[src/rtl/fpga2mcu_pkg.sv]
// Package fpga2mcu_pkg
// Shared definitions for the MCU->FPGA DDS word loader: register address map,
// CTRL word bit positions and the loader FSM state type.
package fpga2mcu_pkg;

   localparam logic [2:0] ADDR_FREQ_LO = 3'd0;
   localparam logic [2:0] ADDR_FREQ_HI = 3'd1;
   localparam logic [2:0] ADDR_PHASE   = 3'd2;
   localparam logic [2:0] ADDR_AMP     = 3'd3;
   localparam logic [2:0] ADDR_CTRL    = 3'd4;

   localparam int CTRL_COMMIT = 0;
   localparam int CTRL_OUT_EN = 1;
   localparam int CTRL_CLR    = 2;

   typedef enum logic [1:0] {
      S_IDLE   = 2'd0,
      S_WRITE  = 2'd1,
      S_COMMIT = 2'd2
   } state_t;

endpackage

[src/rtl/dds_word_loader_toggle_sync.sv]
// Module toggle_sync
// Brings the asynchronous write-completion toggle into CLK and turns every
// level change into a single-cycle event.
// Ports:
//   CLK         system clock
//   RST         synchronous, active-high reset (chain and edge flop load 0)
//   toggle_in   asynchronous toggle, one flip per completed MCU write
//   wr_evt      1-CLK pulse per observed toggle level change
module toggle_sync #(
   parameter int SYNC_STAGES = 2
) (
   input  logic CLK,
   input  logic RST,
   input  logic toggle_in,
   output logic wr_evt
);

   logic [SYNC_STAGES-1:0] sync_q;
   logic                   edge_q;

   always_ff @(posedge CLK) begin
      if (RST) begin
         sync_q <= '0;
         edge_q <= 1'b0;
      end else begin
         sync_q <= {sync_q[SYNC_STAGES-2:0], toggle_in};
         edge_q <= sync_q[SYNC_STAGES-1];
      end
   end

   // Two flips closer together than the chain depth can cancel here; that
   // write is silently lost.
   assign wr_evt = sync_q[SYNC_STAGES-1] ^ edge_q;

endmodule

[src/rtl/dds_word_loader.sv]
// Module dds_word_loader
// Collects 16-bit MCU writes into shadow DDS tuning registers and, on commit,
// copies every shadow to the active outputs in one cycle with an UPDATE pulse.
// Optional build macro: AUTO_COMMIT_EN -- a FREQ_HI write also commits.
// Ports:
//   CLK, RST            system clock, synchronous active-high reset
//   DATA_IN[15:0]       write data, stable while the write is being captured
//   ADDR_IN[2:0]        register address (0..4 mapped, 5..7 flag WR_ERR)
//   WR_TOGGLE           async toggle, flips once per MCU write
//   FREQ_WORD[31:0]     active frequency word
//   PHASE_WORD[15:0]    active phase word
//   AMP_WORD[AMP_W-1:0] active amplitude word
//   OUT_EN              active output enable
//   UPDATE              1-CLK pulse when the active registers change
//   WR_ERR              sticky unmapped-address flag
//   WR_CNT[CNT_W-1:0]   accepted-write counter, wraps
//
// state    | meaning
// S_IDLE   | waiting for a write event or a buffered pending event
// S_WRITE  | capture DATA_IN/ADDR_IN into the shadow registers
// S_COMMIT | copy shadows to active outputs, pulse UPDATE
module dds_word_loader
   import fpga2mcu_pkg::*;
#(
   parameter int SYNC_STAGES = 2,
   parameter int AMP_W       = 12,
   parameter int CNT_W       = 8
) (
   input  logic             CLK,
   input  logic             RST,
   input  logic [15:0]      DATA_IN,
   input  logic [2:0]       ADDR_IN,
   input  logic             WR_TOGGLE,
   output logic [31:0]      FREQ_WORD,
   output logic [15:0]      PHASE_WORD,
   output logic [AMP_W-1:0] AMP_WORD,
   output logic             OUT_EN,
   output logic             UPDATE,
   output logic             WR_ERR,
   output logic [CNT_W-1:0] WR_CNT
);

   logic             wr_evt;
   logic             pending;
   state_t           state;

   logic [31:0]      freq_sh;
   logic [15:0]      phase_sh;
   logic [AMP_W-1:0] amp_sh;
   logic             out_en_sh;

   toggle_sync #(
      .SYNC_STAGES (SYNC_STAGES)
   ) u_toggle_sync (
      .CLK       (CLK),
      .RST       (RST),
      .toggle_in (WR_TOGGLE),
      .wr_evt    (wr_evt)
   );

   always_ff @(posedge CLK) begin
      if (RST) begin
         state      <= S_IDLE;
         pending    <= 1'b0;
         freq_sh    <= '0;
         phase_sh   <= '0;
         amp_sh     <= '0;
         out_en_sh  <= 1'b0;
         FREQ_WORD  <= '0;
         PHASE_WORD <= '0;
         AMP_WORD   <= '0;
         OUT_EN     <= 1'b0;
         UPDATE     <= 1'b0;
         WR_ERR     <= 1'b0;
         WR_CNT     <= '0;
      end else begin
         UPDATE <= 1'b0;
         case (state)
            S_IDLE: begin
               if (wr_evt || pending) begin
                  state   <= S_WRITE;
                  pending <= 1'b0;
               end
            end

            S_WRITE: begin
               if (wr_evt) pending <= 1'b1;
               WR_CNT <= WR_CNT + 1'b1;
               state  <= S_IDLE;
               case (ADDR_IN)
                  ADDR_FREQ_LO: freq_sh[15:0] <= DATA_IN;
                  ADDR_FREQ_HI: begin
                     freq_sh[31:16] <= DATA_IN;
`ifdef AUTO_COMMIT_EN
                     state <= S_COMMIT;
`endif
                  end
                  ADDR_PHASE:   phase_sh <= DATA_IN;
                  ADDR_AMP:     amp_sh   <= DATA_IN[AMP_W-1:0];
                  ADDR_CTRL: begin
                     out_en_sh <= DATA_IN[CTRL_OUT_EN];
                     // CLR zeroes the word shadows in this same cycle, so a
                     // combined CLR+COMMIT commits zeros.
                     if (DATA_IN[CTRL_CLR]) begin
                        freq_sh  <= '0;
                        phase_sh <= '0;
                        amp_sh   <= '0;
                     end
                     if (DATA_IN[CTRL_COMMIT]) state <= S_COMMIT;
                  end
                  default: WR_ERR <= 1'b1;
               endcase
            end

            S_COMMIT: begin
               if (wr_evt) pending <= 1'b1;
               FREQ_WORD  <= freq_sh;
               PHASE_WORD <= phase_sh;
               AMP_WORD   <= amp_sh;
               OUT_EN     <= out_en_sh;
               UPDATE     <= 1'b1;
               state      <= S_IDLE;
            end

            default: state <= S_IDLE;
         endcase
      end
   end

endmodule

[config.mk]
export PLATFORM = sky130hd
export DESIGN_NAME = dds_word_loader
export DESIGN_NICKNAME = d
export VERILOG_FILES = /design/src/rtl/fpga2mcu_pkg.sv /design/src/rtl/dds_word_loader_toggle_sync.sv /design/src/rtl/dds_word_loader.sv
export SDC_FILE = /design/constraint.sdc
export NUM_CORES = 1
export LEC_CHECK = 0
export ABC_CLOCK_PERIOD_IN_PS = 2200
export BUFFER_PORTS_ARGS = -buffer_cell sky130_fd_sc_hd__buf_4
export CORE_MARGIN = 2
export CORE_UTILIZATION = 55
export CTS_CLUSTER_DIAMETER = 40
export DETAILED_ROUTE_END_ITERATION = 7
export PLACE_DENSITY = 0.78
export SETUP_SLACK_MARGIN = 0.3
export SYNTH_ARGS = -nofsm -noshare
export SYNTH_HDL_FRONTEND = slang
export SYNTH_SLANG_ARGS = --single-unit
[constraint.sdc]
create_clock -name CLK -period 2.2 [get_ports CLK]
set_input_delay 0.11 -clock CLK [delete_from_list [all_inputs] [get_ports CLK]]
set_output_delay 0.11 -clock CLK [all_outputs]
set_load 0.02 [all_outputs]
* After elaboration in Yosys (flattened, before gate mapping)
Cells that the tools add are included.
** Word-level totals
- Output and inout port bits :: 71
- Flip-flop bits (word level) :: 138
- ROM bits :: 0
- Memories :: 0
- Memory bits (writable) :: 0
- Bits in latches :: 0
- Word-level logic and storage cells :: 60
- Input port bits :: 22
** Cells by class
- Reductions and logical operators :: 17
- Magnitude comparators :: 0
- Divide/modulo/power cells :: 0
- Bitwise operators :: 2
- Equality and inequality tests :: 9
- Multipliers :: 0
- Add/subtract/negate cells :: 1
- Shift-type cells :: 0
- Muxes and demuxes :: 15
** Operators by type and width (count)
- case mux 16 bit (2 select lines) :: 3
- 2-to-1 mux 32 bit :: 1
- case mux 12 bit (2 select lines) :: 1
- 2-to-1 mux 16 bit :: 1
- AND reduction 3 bit :: 5
- 2-to-1 mux 12 bit :: 1
- nonzero test 2 bit :: 5
- adder 8 x 1 -> 8 bit, second input constant :: 1
- == test 3 x 2 -> 1 bit, second input constant :: 2
- 2-to-1 mux 2 bit :: 3
- OR reduction 5 bit :: 1
- inequality test 2 bit, second input constant :: 2
- case mux 2 bit (2 select lines) :: 1
- AND reduction 2 bit :: 2
- == test 3 x 1 -> 1 bit, second input constant :: 1
- == test 3 bit, second input constant :: 1
- zero test 3 bit :: 1
- 2-to-1 mux 1 bit :: 3
- == test 2 x 1 -> 1 bit, second input constant :: 1
- == test 2 bit, second input constant :: 1
- zero test 2 bit :: 1
- inequality test 2 x 1 -> 1 bit, second input constant :: 1
- case mux 1 bit (2 select lines) :: 1
- OR reduction 2 bit :: 1
- 3 further kinds :: 3

* Longest topological paths before layout
Gate-level depths: netlist (run 1).
- Word-level depth :: 4
- Depth in mapped cells :: 6
- Gate-level depth less buffers :: 5

* Cells and area by module
Synthesis (run 1) repeated with hierarchy kept, for this count alone.
** Second synthesis, totals
- Cells, all modules :: 521
- Area, all modules :: 5385.2 um2
** Modules (own cells, without submodules)
- dds_word_loader :: cells each 514, instances 1, area an instance 5297.6 um2, seq. area each 2702.6 um2
- toggle_sync :: cells each 7, instances 1, area an instance 87.6 um2, seq. area each 60.1 um2

* Worst setup path before layout (run 1)
Ideal clock, no wire load.
- Kind :: register to register
- Start :: register state[1]
- End :: register freq_sh[10]
- Data required time :: 2.068 ns
- Arrival time :: 1.395 ns
- Setup time :: 0.132 ns
- Stages on the path, launching flop included :: 7
- Path buffers :: 1
- Slack :: 0.673 ns
- Period minus slack after synthesis :: 1.527 ns
- Cell sequence :: dfxtp_1 > inv_1 > ha_1 > or3b_4 > clkbuf_2 > o21ai_0 > a21oi_1
** On the way
- Cells in the longest elaborated chain, start to end :: 2
** Ends and longest elaborated chain
- start: declaration :: line dds_word_loader.sv:45 : state_t state;
- start signal: assignment :: line dds_word_loader.sv:63 : state <= S_IDLE;
- start signal: assignment :: line dds_word_loader.sv:81 : state <= S_WRITE;
- start signal: assignment :: line dds_word_loader.sv:89 : state <= S_IDLE;
- == test 2 x 1 -> 1 bit :: line dds_word_loader.sv:78 : case (state)
- AND reduction 3 bit (no source line)
- end signal: assignment :: line dds_word_loader.sv:65 : freq_sh <= '0;
- end signal: assignment :: line dds_word_loader.sv:91 : ADDR_FREQ_LO: freq_sh[15:0] <= DATA_IN;
- end signal: assignment :: line dds_word_loader.sv:105 : freq_sh <= '0;
- end: declaration :: line dds_word_loader.sv:47 : logic [31:0] freq_sh;
Every way passes these cells.
A chain may end at the register's enable or synchronous reset.

* Worst setup path in the final report (run 1)
- Start :: register state[1]
- End :: register freq_sh[14]
Same word-level chain as after synthesis.

==> impl_metrics.sql, run 1 <==
INSERT INTO impl_metrics (metric_group, metric, value, unit) VALUES
('worst_setup_path', 'timing.critical_path.from_type', 'register', ''),
('cts', 'clkLatencyLatePin', '0.52', 'ns'),
('detailed_routing', 'finalWirelength', '12.3', 'mm'),
('cells_and_area', 'fin_nets', '641', ''),
('worst_setup_path', 'critPathBufInv', '1', ''),
('synth', 'synth.cells.most_frequent', 'sky130_fd_sc_hd__dfxtp_1 (138), sky130_fd_sc_hd__mux2i_1 (95), sky130_fd_sc_hd__nor2_1 (68), sky130_fd_sc_hd__nand2_1 (35), sky130_fd_sc_hd__a21oi_1 (22)', ''),
('power', 'irDropWorstVdd', '544', 'µV'),
('cells_and_area', 'fill_cells', '728', ''),
('timing', 'setup_viol', '0', ''),
('worst_setup_path', 'path_depth', '5', ''),
('power', 'power_density', '823', 'nW/µm²'),
('floorplanning', 'boundaryPins', '93', ''),
('power', 'fin_total_pwr', '5.54', 'mW'),
('grt', 'grt_antenna_before_repair', '0', ''),
('worst_setup_path', 'timing_worst_setup_path_type', 'reg2reg', ''),
('synth', 'synth_largest_type_area_fraction', '52.3', '%'),
('power', 'power_switching_share', '24.0', '%'),
('grt', 'grt_first_pass_wirelength', '19.8', 'mm'),
('worst_setup_path', 'crit_path_end', 'freq_sh[14]', ''),
('detailed_routing', 'routed_wire_length_per_instance', '16.4', 'µm'),
('cells_and_area', 'diodes', '0', ''),
('cells_and_area', 'multi_input_comb_area', '2330', 'µm²'),
('run_status', 'status', 'completed', ''),
('worst_setup_path', 'worstPathCellList', 'inv_1 -> ha_4 -> or3b_4 -> o21ai_0 -> a21oi_1', ''),
('cts', 'cts_tree', 'yes', ''),
('cts', 'htree_levels', '4', ''),
('detailed_routing', 'detail_route.iter0.violations', '285', ''),
('grt', 'grt_pass1_vias', '3964', ''),
('worst_setup_path', 'r2r_setup_slack', '0.45', 'ns'),
('timing', 'timing.hold.ws', '0.0369', 'ns'),
('synth', 'synth.yosys.seq_area_share', '52.3', '%'),
('worst_setup_path', 'r2r_end', 'freq_sh[14]', ''),
('timing', 'rsz_0062_raised_after_global_routing', 'no', ''),
('grt', 'grt_usage', '24.8', '%'),
('detailed_routing', 'detail_route.vias_per_cell', '5.45', ''),
('detailed_routing', 'route.vias.total', '4117', ''),
('worst_setup_path', 'worstSetupStartpoint', 'state[1]', ''),
('worst_setup_path', 'worst_r2r_startpoint', 'state[1]', ''),
('grt', 'grt_overflow_total', '0', ''),
('power', 'seq_power_share', '46.4', '%'),
('timing', 'final_min_period_over_clock_period', '79.5', '%'),
('floorplanning', 'floorplan.die.width', '102', 'µm'),
('floorplanning', 'rows', '35', ''),
('synth', 'ys_types', '42', ''),
('timing', 'report.final.slew_viol_count', '0', ''),
('cts', 'path_clk_slew', '0.06', 'ns'),
('cts', 'post-cts-setup-buffers', '0', ''),
('worst_setup_path', 'worstPathMaxFanout', '16', ''),
('worst_setup_path', 'worstPathArrival', '2.10', 'ns'),
('cells_and_area', 'layout-area-overhead-vs-synth', '27.5', '%'),
('worst_setup_path', 'slowest_delay', '0.50', 'ns'),
('job', 'timing.max_cap.violations', '0', ''),
('detailed_routing', 'drt_first_pass_iters', '4', ''),
('synth', 'mappedNetlistNets', '544', ''),
('synth', 'synth-warning-count', '0', ''),
('synth', 'synth_area', '5290', 'µm²'),
('cts', 'clock_sink_count', '138', ''),
('synth', 'syn-instance-count', '516', ''),
('worst_setup_path', 'cpLargestDelayFamily', 'simple AND/OR/NAND/NOR gates', ''),
('synth', 'synth_enable_flop_cells', '0', ''),
('synth', 'synth.most_common_cell', 'sky130_fd_sc_hd__dfxtp_1', ''),
('floorplanning', 'start_util', '56.9', '%'),
('cts', 'clock_tree.root_cell', 'sky130_fd_sc_hd__clkbuf_8', ''),
('synth', 'synth_top_flop_cell', 'sky130_fd_sc_hd__dfxtp_1', ''),
('worst_setup_path', 'timing.critical_path.to_type', 'register', ''),
('synth', 'synth.avg_cell_area', '10.2', 'µm²'),
('cts', 'clk_path_buf_depth', '2', ''),
('power', 'comb_power_share', '6.4', '%'),
('worst_setup_path', 'crit_slowest_cell', 'sky130_fd_sc_hd__or3b_4', ''),
('cells_and_area', 'share_of_layout_cells_above_drive_strength_1', '22.8', '%'),
('timing', 'worst_slew_margin_rel', '35.8', '%');
==> tightest hold or removal path: stages <==
cell and delay (ns):
sky130_fd_sc_hd__buf_4 0.14, sky130_fd_sc_hd__o211ai_1 0.09, sky130_fd_sc_hd__a21oi_1 0.16
==> placed cells by master, fill, tap and decap left out, types with 3 or more instances in the layout <==
cell	instances
sky130_fd_sc_hd__xor2_1	4
sky130_fd_sc_hd__o21ai_0	17
sky130_fd_sc_hd__a32o_1	11
sky130_fd_sc_hd__nor2_1	68
sky130_fd_sc_hd__dlygate4sd3_1	18
sky130_fd_sc_hd__o21ai_1	4
sky130_fd_sc_hd__mux2i_1	95
sky130_fd_sc_hd__nand2_1	35
sky130_fd_sc_hd__nand3_1	20
sky130_fd_sc_hd__clkinvlp_4	6
sky130_fd_sc_hd__nor2b_1	9
sky130_fd_sc_hd__buf_4	99
sky130_fd_sc_hd__ha_1	4
sky130_fd_sc_hd__dfxtp_1	138
sky130_fd_sc_hd__a21oi_1	22
sky130_fd_sc_hd__clkbuf_16	16
sky130_fd_sc_hd__inv_1	3
sky130_fd_sc_hd__nand4_1	17
==> cell type report <==
| type | instances | area share [%] |
|---|---|---|
| flip-flops and latches | 138 | 41.0 |
| multi-input cells | 335 | 34.5 |
| repair buffers | 117 | 13.7 |
| clock buffers | 19 | 6.40 |
| well taps | 129 | 2.39 |
| clock inverters | 13 | 1.78 |
| inverters | 4 | 0.223 |
==> per-layer routing <==
layer / global-route usage, % / part of all wire, % / vias to the layer above
met3: 6.02 / 5.9 / 14
met5: 0 / 0 / -
met4: 9.13 / 1.1 / 0
li1: - / - / 1996
met1: 32.2 / 44 / 1965
met2: 40.3 / 49 / 142
==> logic make-up after synthesis <==
| logic type | Yosys count | synth area share [%] |
|---|---|---|
| AO/OA/AOI/OAI | 61 | 7.60 |
| flip-flops | 138 | 52.3 |
| AND/OR/NAND/NOR | 167 | 15.5 |
| multiplexers | 95 | 18.0 |
| XOR/XNOR | 6 | 0.994 |
| adder cells (fa/ha/maj) | 6 | 1.42 |
| buffers and inverters | 43 | 4.19 |
==> worst min path at each step <==
stage                     startpoint                       to  slack, ns  cells after the start
after floorplan           DATA_IN[0]                amp_sh[0]       0.24                      1
after global placement     WR_TOGGLE  u_toggle_sync.sync_q[0]       0.32                      2
after detailed placement   WR_TOGGLE  u_toggle_sync.sync_q[0]       0.33                      2
after CTS                 ADDR_IN[0]                   WR_ERR       0.01                      3
after global routing      ADDR_IN[0]                   WR_ERR       0.05                      3
final                     ADDR_IN[0]                   WR_ERR       0.04                      3
==> timing repair <==
item / in CTS / in global routing
resized for setup: 1 / 2
endpoints found under the hold margin: 56 / 0
hold buffers: 18 / 0
setup endpoints to repair: 27 / 28
==> per-stage QoR <==
step           setup WS (ns)  instances  instance area [µm²]
2_1_floorplan          0.673        516                 5290
3_3_place_gp           0.341        705                 6000
3_5_place_dp           0.239        705                 6000
4_1_cts                0.342        755                 6730
5_1_grt                0.333        755                 6740
6_report               0.450        755                 6740
==> power by group through the flow <==
stage / clock (mW) / combinational (mW) / sequential, mW
2_1_floorplan: 0 / 0.214 / 2.62
3_3_place_gp: 0 / 0.304 / 2.62
3_5_place_dp: 0 / 0.315 / 2.62
4_1_cts: 2.65 / 0.346 / 2.57
5_1_grt: 2.76 / 0.381 / 2.58
6_report: 2.62 / 0.353 / 2.57
==> registers in the layout, summed over array words and instances (netlist names), 8 cells and up <==
signal      cells
phase_sh       16
WR_CNT          8
freq_sh        32
PHASE_WORD     16
FREQ_WORD      32
AMP_WORD       12
amp_sh         12
No activity file was read; power rests on OpenSTA's default activity.
==> run 2: changes to the inputs <==
ABC_CLOCK_PERIOD_IN_PS = 1500   (was 2200)
CORE_UTILIZATION = 50   (was 55)
PLACE_DENSITY = 0.74   (was 0.78)
clock period = 1.5 ns   (was 2.2 ns; I/O delays follow)
==> impl_metrics.sql, run 2 (synthesized netlist as in run 1, its figures left out) <==
INSERT INTO impl_metrics (metric_group, metric, value, unit) VALUES
('floorplanning', 'boundaryPins', '93', ''),
('timing', 'rsz_0062_raised_after_global_routing', 'yes', ''),
('timing', 'worst_slew_margin_rel', '28.9', '%'),
('floorplanning', 'rows', '37', ''),
('cells_and_area', 'layout.cells.most_common_list', 'sky130_fd_sc_hd__dfxtp_1 (132), sky130_fd_sc_hd__buf_4 (99), sky130_fd_sc_hd__mux2i_1 (94)', ''),
('detailed_routing', 'drt_first_pass_iters', '5', ''),
('placement', 'detailed_place_hpwl', '8.14', 'mm'),
('cts', 'cts_tree', 'yes', ''),
('grt', 'largest_net_degree_at_the_start_of_global_routing', '94', ''),
('detailed_routing', 'routed_wire_length_per_instance', '16.9', 'µm'),
('cts', 'htree_levels', '4', ''),
('worst_setup_path', 'timing_worst_setup_path_type', 'reg2reg', ''),
('placement', 'gp_routability_congestion', '0.790', ''),
('placement', 'post-place-cells', '718', ''),
('detailed_routing', 'detail_route.iter0.violations', '232', ''),
('cts', 'inserted_clock_buffers', '17', ''),
('timing', 'timing.hold.ws', '0.0389', 'ns'),
('detailed_routing', 'route.vias.total', '4203', ''),
('power', 'fin_total_pwr', '8.52', 'mW'),
('timing', 'final_min_period_over_clock_period', '96.6', '%'),
('detailed_routing', 'remaining_drc_errors', '0', ''),
('cells_and_area', 'postLayoutCoreUtil', '69.2', '%'),
('job', 'timing.max_cap.violations', '0', ''),
('cts', 'clock_sink_count', '138', ''),
('cells_and_area', 'mostFrequentLayoutCell', 'sky130_fd_sc_hd__dfxtp_1', ''),
('cells_and_area', 'share_of_layout_cells_above_drive_strength_1', '26.6', '%'),
('worst_setup_path', 'crit_slowest_cell', 'sky130_fd_sc_hd__or3b_4', ''),
('detailed_routing', 'detail_route.vias_per_cell', '5.42', ''),
('worst_setup_path', 'worstPathMaxFanout', '10', ''),
('timing', 'fmax', '690', 'MHz'),
('grt', 'grt_usage', '23.2', '%'),
('placement', 'port_buffers', '92', ''),
('cells_and_area', 'diodes', '0', ''),
('timing', 'tightest_slew', '1.07', 'ns'),
('timing', 'minimum_period_implied_by_the_final_worst_setup_slack', '1.45', 'ns'),
('floorplanning', 'floorplan.die_area', '11400', 'µm²'),
('timing', 'report.final.slew_viol_count', '0', ''),
('timing', 'worst_clock_skew', '0.00708', 'ns'),
('run_status', 'status', 'completed', ''),
('worst_setup_path', 'slowest_delay', '0.46', 'ns'),
('worst_setup_path', 'timing.critical_path.to_type', 'register', ''),
('worst_setup_path', 'timing.critical_path.from_type', 'register', ''),
('timing', 'hold_violations', '0', ''),
('worst_setup_path', 'worstPathCellList', 'inv_2 -> ha_4 -> or3b_4 -> o21ai_0 -> a21oi_1', ''),
('worst_setup_path', 'worstPathArrival', '1.85', 'ns'),
('worst_setup_path', 'cp_data_required_time', '1.90', 'ns'),
('cells_and_area', 'top_regs', 'FREQ_WORD (32), freq_sh (32)', ''),
('cts', 'clk_path_buf_depth', '2', ''),
('power', 'power_density', '1200', 'nW/µm²'),
('power', 'irDropWorstVdd', '751', 'µV'),
('cts', 'clock_tree.root_cell', 'sky130_fd_sc_hd__clkbuf_8', ''),
('cells_and_area', 'fin_nets', '655', ''),
('grt', 'grt_antenna_before_repair', '0', ''),
('grt', 'grt_pass1_vias', '4091', ''),
('worst_setup_path', 'critPathBufInv', '1', ''),
('grt', 'grt_overflow_total', '0', ''),
('worst_setup_path', 'cpLargestDelayFamily', 'simple AND/OR/NAND/NOR gates', ''),
('timing', 'setup_viol', '0', ''),
('floorplanning', 'start_util', '51.4', '%'),
('grt', 'grt_first_pass_wirelength', '20.7', 'mm'),
('floorplanning', 'floorplan.die.width', '107', 'µm'),
('detailed_routing', 'detail-route-antenna-nets', '0', ''),
('cells_and_area', 'finalNonFillerCells', '776', ''),
('timing', 'fin_tns_setup', '0', 'ns'),
('hold_path', 'worst_hold_path_type', 'in2reg', ''),
('cts', 'path_clk_slew', '0.06', 'ns'),
('cts', 'clkLatencyLatePin', '0.52', 'ns'),
('cells_and_area', 'layout-area-overhead-vs-synth', '34.5', '%'),
('power', 'power.static_leakage', '2.94', 'nW'),
('floorplanning', 'fp.dieH', '107', 'µm'),
('detailed_routing', 'finalWirelength', '13.1', 'mm'),
('floorplanning', 'std_cell_core_area', '10300', 'µm²');
[run 2: changes by cell type in the layout (fill, tap and decap cells not counted), sizes merged]
cell and delta:
clkinv +3, bufbuf +1, inv +2, buf +11
bufinv +1, or3b +1, clkbuf -1, clkinvlp -5
dlygate4sd3 +1
[run 2: per-layer routing]
metal / global-route usage [%] / wire length, µm
met1: 29.1 / 5690
met2: 38.4 / 6440
met3: 5.41 / 721
met4: 9.37 / 252
met5: 0 / 0
[run 2: worst paths after layout]
path	from	endpoint	slack (ns)	cells past startpoint
worst max-delay path	state[1]	freq_sh[2]	0.05	5
worst min register to register	u_toggle_sync.sync_q[0]	u_toggle_sync.sync_q[1]	0.44	1
worst min-delay path	ADDR_IN[0]	WR_ERR	0.04	3
worst max register to register	state[1]	freq_sh[2]	0.05	5
[run 2: tightest hold or removal path: stages]
cell                       delay (ns)
sky130_fd_sc_hd__buf_4           0.17
sky130_fd_sc_hd__o211ai_1        0.12
sky130_fd_sc_hd__a21oi_1         0.15
[run 2: what timing repair did]
item / 4_1_cts / 5_1_grt
hold endpoints to repair: 65 / 0
setup buffers: 2 / 0
pin swaps: 1 / 0
cloned: 4 / 1
setup endpoints to repair: 127 / 129
gates resized for setup: 8 / 13
hold buffers: 19 / 0
[run 2: area by class of cell]
cell class | count | area, µm²
Inverter | 4 | 15.0
Clock inverter | 14 | 165
Multi-Input combinational cell | 336 | 2370
Timing Repair Buffer | 130 | 1180
Tap cell | 136 | 170
Sequential cell | 138 | 2770
Fill cell | 735 | 3170
Clock buffer | 18 | 428
[run 2: through the flow]
step | setup slack [ns] | area [µm²]
after floorplan | 0.0958 | 5390
after global placement | 0.0852 | 6160
after detailed placement | 0.0459 | 6160
after CTS | 0.0881 | 7070
after global routing | 0.00441 | 7110
final | 0.0515 | 7110
[run 2: where the power goes]
group	switching, mW	leakage, nW	internal [mW]	total [mW]
registers	0.0502	1.12	3.73	3.78
clock network	1.68	0.290	2.45	4.14
logic	0.330	1.54	0.273	0.603
==> run 3: changes to the inputs <==
CORE_MARGIN = 5   (was 2)
==> impl_metrics.sql, run 3 (synthesized netlist as in run 1, its figures left out) <==
INSERT INTO impl_metrics (metric_group, metric, value, unit) VALUES
('worst_setup_path', 'cp_data_required_time', '1.88', 'ns'),
('cts', 'clk_path_buf_depth', '2', ''),
('cts', 'cts_tree', 'yes', ''),
('timing', 'rsz_0062_raised_after_global_routing', 'yes', ''),
('detailed_routing', 'route.vias.total', '4483', ''),
('placement', 'gp_routability_congestion', '0.787', ''),
('grt', 'grt_usage', '23.1', '%'),
('job', 'timing.max_cap.violations', '0', ''),
('cells_and_area', 'top_regs', 'FREQ_WORD (32), freq_sh (32)', ''),
('timing', 'fmax', '666', 'MHz'),
('cells_and_area', 'postLayoutCoreUtil', '72.7', '%'),
('floorplanning', 'rows', '37', ''),
('run_status', 'status', 'finished, violations left', ''),
('floorplanning', 'floorplan.die.width', '113', 'µm'),
('hold_path', 'worst_hold_path_type', 'in2reg', ''),
('grt', 'grt_overflow_total', '0', ''),
('run_status', 'failing_checks', 'setup timing', ''),
('timing', 'report.final.slew_viol_count', '0', ''),
('cells_and_area', 'mostFrequentLayoutCell', 'sky130_fd_sc_hd__dfxtp_1', ''),
('cells_and_area', 'layout-area-overhead-vs-synth', '42.0', '%'),
('cts', 'inserted_clock_buffers', '17', ''),
('cells_and_area', 'layout.cells.most_common_list', 'sky130_fd_sc_hd__dfxtp_1 (130), sky130_fd_sc_hd__buf_4 (103), sky130_fd_sc_hd__mux2i_1 (85)', ''),
('cells_and_area', 'fin_nets', '675', ''),
('worst_setup_path', 'timing.critical_path.from_type', 'register', ''),
('detailed_routing', 'remaining_drc_errors', '0', ''),
('grt', 'largest_net_degree_at_the_start_of_global_routing', '94', ''),
('cells_and_area', 'stdcell_area', '7500', 'µm²'),
('power', 'irDropWorstVdd', '745', 'µV'),
('grt', 'grt_antenna_before_repair', '0', ''),
('timing', 'worst_slew_margin_rel', '5.46', '%'),
('worst_setup_path', 'timing.critical_path.to_type', 'register', ''),
('detailed_routing', 'detail_route.iter0.violations', '383', ''),
('floorplanning', 'std_cell_core_area', '10300', 'µm²'),
('floorplanning', 'floorplan.die_area', '12700', 'µm²'),
('cts', 'clock_sink_count', '138', ''),
('placement', 'detailed_place_hpwl', '8.66', 'mm'),
('detailed_routing', 'finalWirelength', '15.6', 'mm'),
('timing', 'final_min_period_over_clock_period', '100', '%'),
('cts', 'clock_tree.root_cell', 'sky130_fd_sc_hd__clkbuf_8', ''),
('cells_and_area', 'share_of_layout_cells_above_drive_strength_1', '31.5', '%'),
('power', 'power.static_leakage', '3.12', 'nW'),
('detailed_routing', 'detail_route.vias_per_cell', '5.64', ''),
('grt', 'grt_first_pass_wirelength', '23.5', 'mm'),
('worst_setup_path', 'worstPathArrival', '1.88', 'ns'),
('timing', 'minimum_period_implied_by_the_final_worst_setup_slack', '1.50', 'ns'),
('worst_setup_path', 'timing_worst_setup_path_type', 'reg2reg', ''),
('power', 'power_density', '1170', 'nW/µm²'),
('grt', 'grt_pass1_vias', '4556', ''),
('floorplanning', 'fp.dieH', '113', 'µm'),
('detailed_routing', 'drt_first_pass_iters', '5', ''),
('cts', 'htree_levels', '4', ''),
('cts', 'path_clk_slew', '0.06', 'ns'),
('detailed_routing', 'routed_wire_length_per_instance', '19.6', 'µm'),
('timing', 'tightest_slew', '1.42', 'ns'),
('timing', 'worst_clock_skew', '0.0133', 'ns'),
('cts', 'clkLatencyLatePin', '0.51', 'ns'),
('floorplanning', 'boundaryPins', '93', ''),
('placement', 'port_buffers', '92', ''),
('worst_setup_path', 'worstPathMaxFanout', '8', ''),
('detailed_routing', 'detail-route-antenna-nets', '0', ''),
('floorplanning', 'start_util', '51.2', '%'),
('placement', 'dpl-instance-area', '6160', 'µm²'),
('timing', 'post-route-worst-setup-slack', '-0.00110', 'ns'),
('timing', 'hold_violations', '0', ''),
('placement', 'dp_slack', '0.0105', 'ns'),
('timing', 'setup_viol', '1', ''),
('timing', 'fin_tns_setup', '-0.00110', 'ns');
==> run 3: changes by cell type in the layout (fill, tap and decap cells not counted), sizes merged <==
cell / previous run / this run
buf: 110 / 126
dlygate4sd3: 19 / 20
inv: 8 / 4
clkinvlp: 1 / 2
bufbuf: 1 / 0
clkbuf: 18 / 22
and2: 1 / 2
diode: 0 / 1
bufinv: 2 / 4
clkinv: 7 / 5
==> run 3: per-layer routing <==
metal / track usage, % / up-vias / share of wire [%]
li1: - / 2077 / -
met1: 26.8 / 2196 / 40
met2: 39.7 / 178 / 51
met4: 10.1 / 0 / 2.7
met5: 0 / - / 0
met3: 6.68 / 32 / 6.0
==> run 3: power breakdown <==
group / switching [mW] / internal (mW)
clock network: 1.55 / 2.77
logic: 0.373 / 0.322
registers: 0.0552 / 3.73
total: 1.98 / 6.82
==> run 3: repair_timing <==
item | 4_1_cts | 5_1_grt
endpoints found under the setup margin | 130 | 135
hold buffers | 20 | 0
pin swaps | 8 | 11
gates cloned | 8 | 3
hold endpoints to repair | 63 | 0
resized for setup | 25 | 33
setup buffers | 9 | 4
==> run 3: layout make-up <==
class	instances	area [µm²]
tap	136	170
timing repair buffer	149	1460
inverter	4	15.0
antenna	1	2.50
clock inverter	11	171
clock buffer	19	442
multi-input combinational	337	2470
fill	675	2820
sequential	138	2770
==> run 3: worst max-delay path: stages (launching register included) <==
cell and delay [ns]:
sky130_fd_sc_hd__dfxtp_2 0.33, sky130_fd_sc_hd__inv_2 0.08, sky130_fd_sc_hd__ha_4 0.18, sky130_fd_sc_hd__or3b_4 0.47, sky130_fd_sc_hd__o21ai_2 0.20, sky130_fd_sc_hd__a21oi_1 0.10
==> run 3: final timing paths <==
check	from	to	slack, ns	depth (start not counted)
max reg2reg	state[1]	freq_sh[14]	-0.001	5
min	RST	WR_CNT[0]	0.09	3
max	state[1]	freq_sh[14]	-0.001	5
min reg2reg	u_toggle_sync.sync_q[0]	u_toggle_sync.sync_q[1]	0.44	1
==> run 3: stage by stage <==
step / hold WS [ns] / cells / power, mW
2_1_floorplan: 0.201 / 516 / 4.18
5_1_grt: 0.0946 / 794 / 9.06
6_report: 0.0934 / 795 / 8.80
3_5_place_dp: 0.295 / 720 / 4.36
4_1_cts: 0.0372 / 787 / 8.72
3_3_place_gp: 0.287 / 720 / 4.34
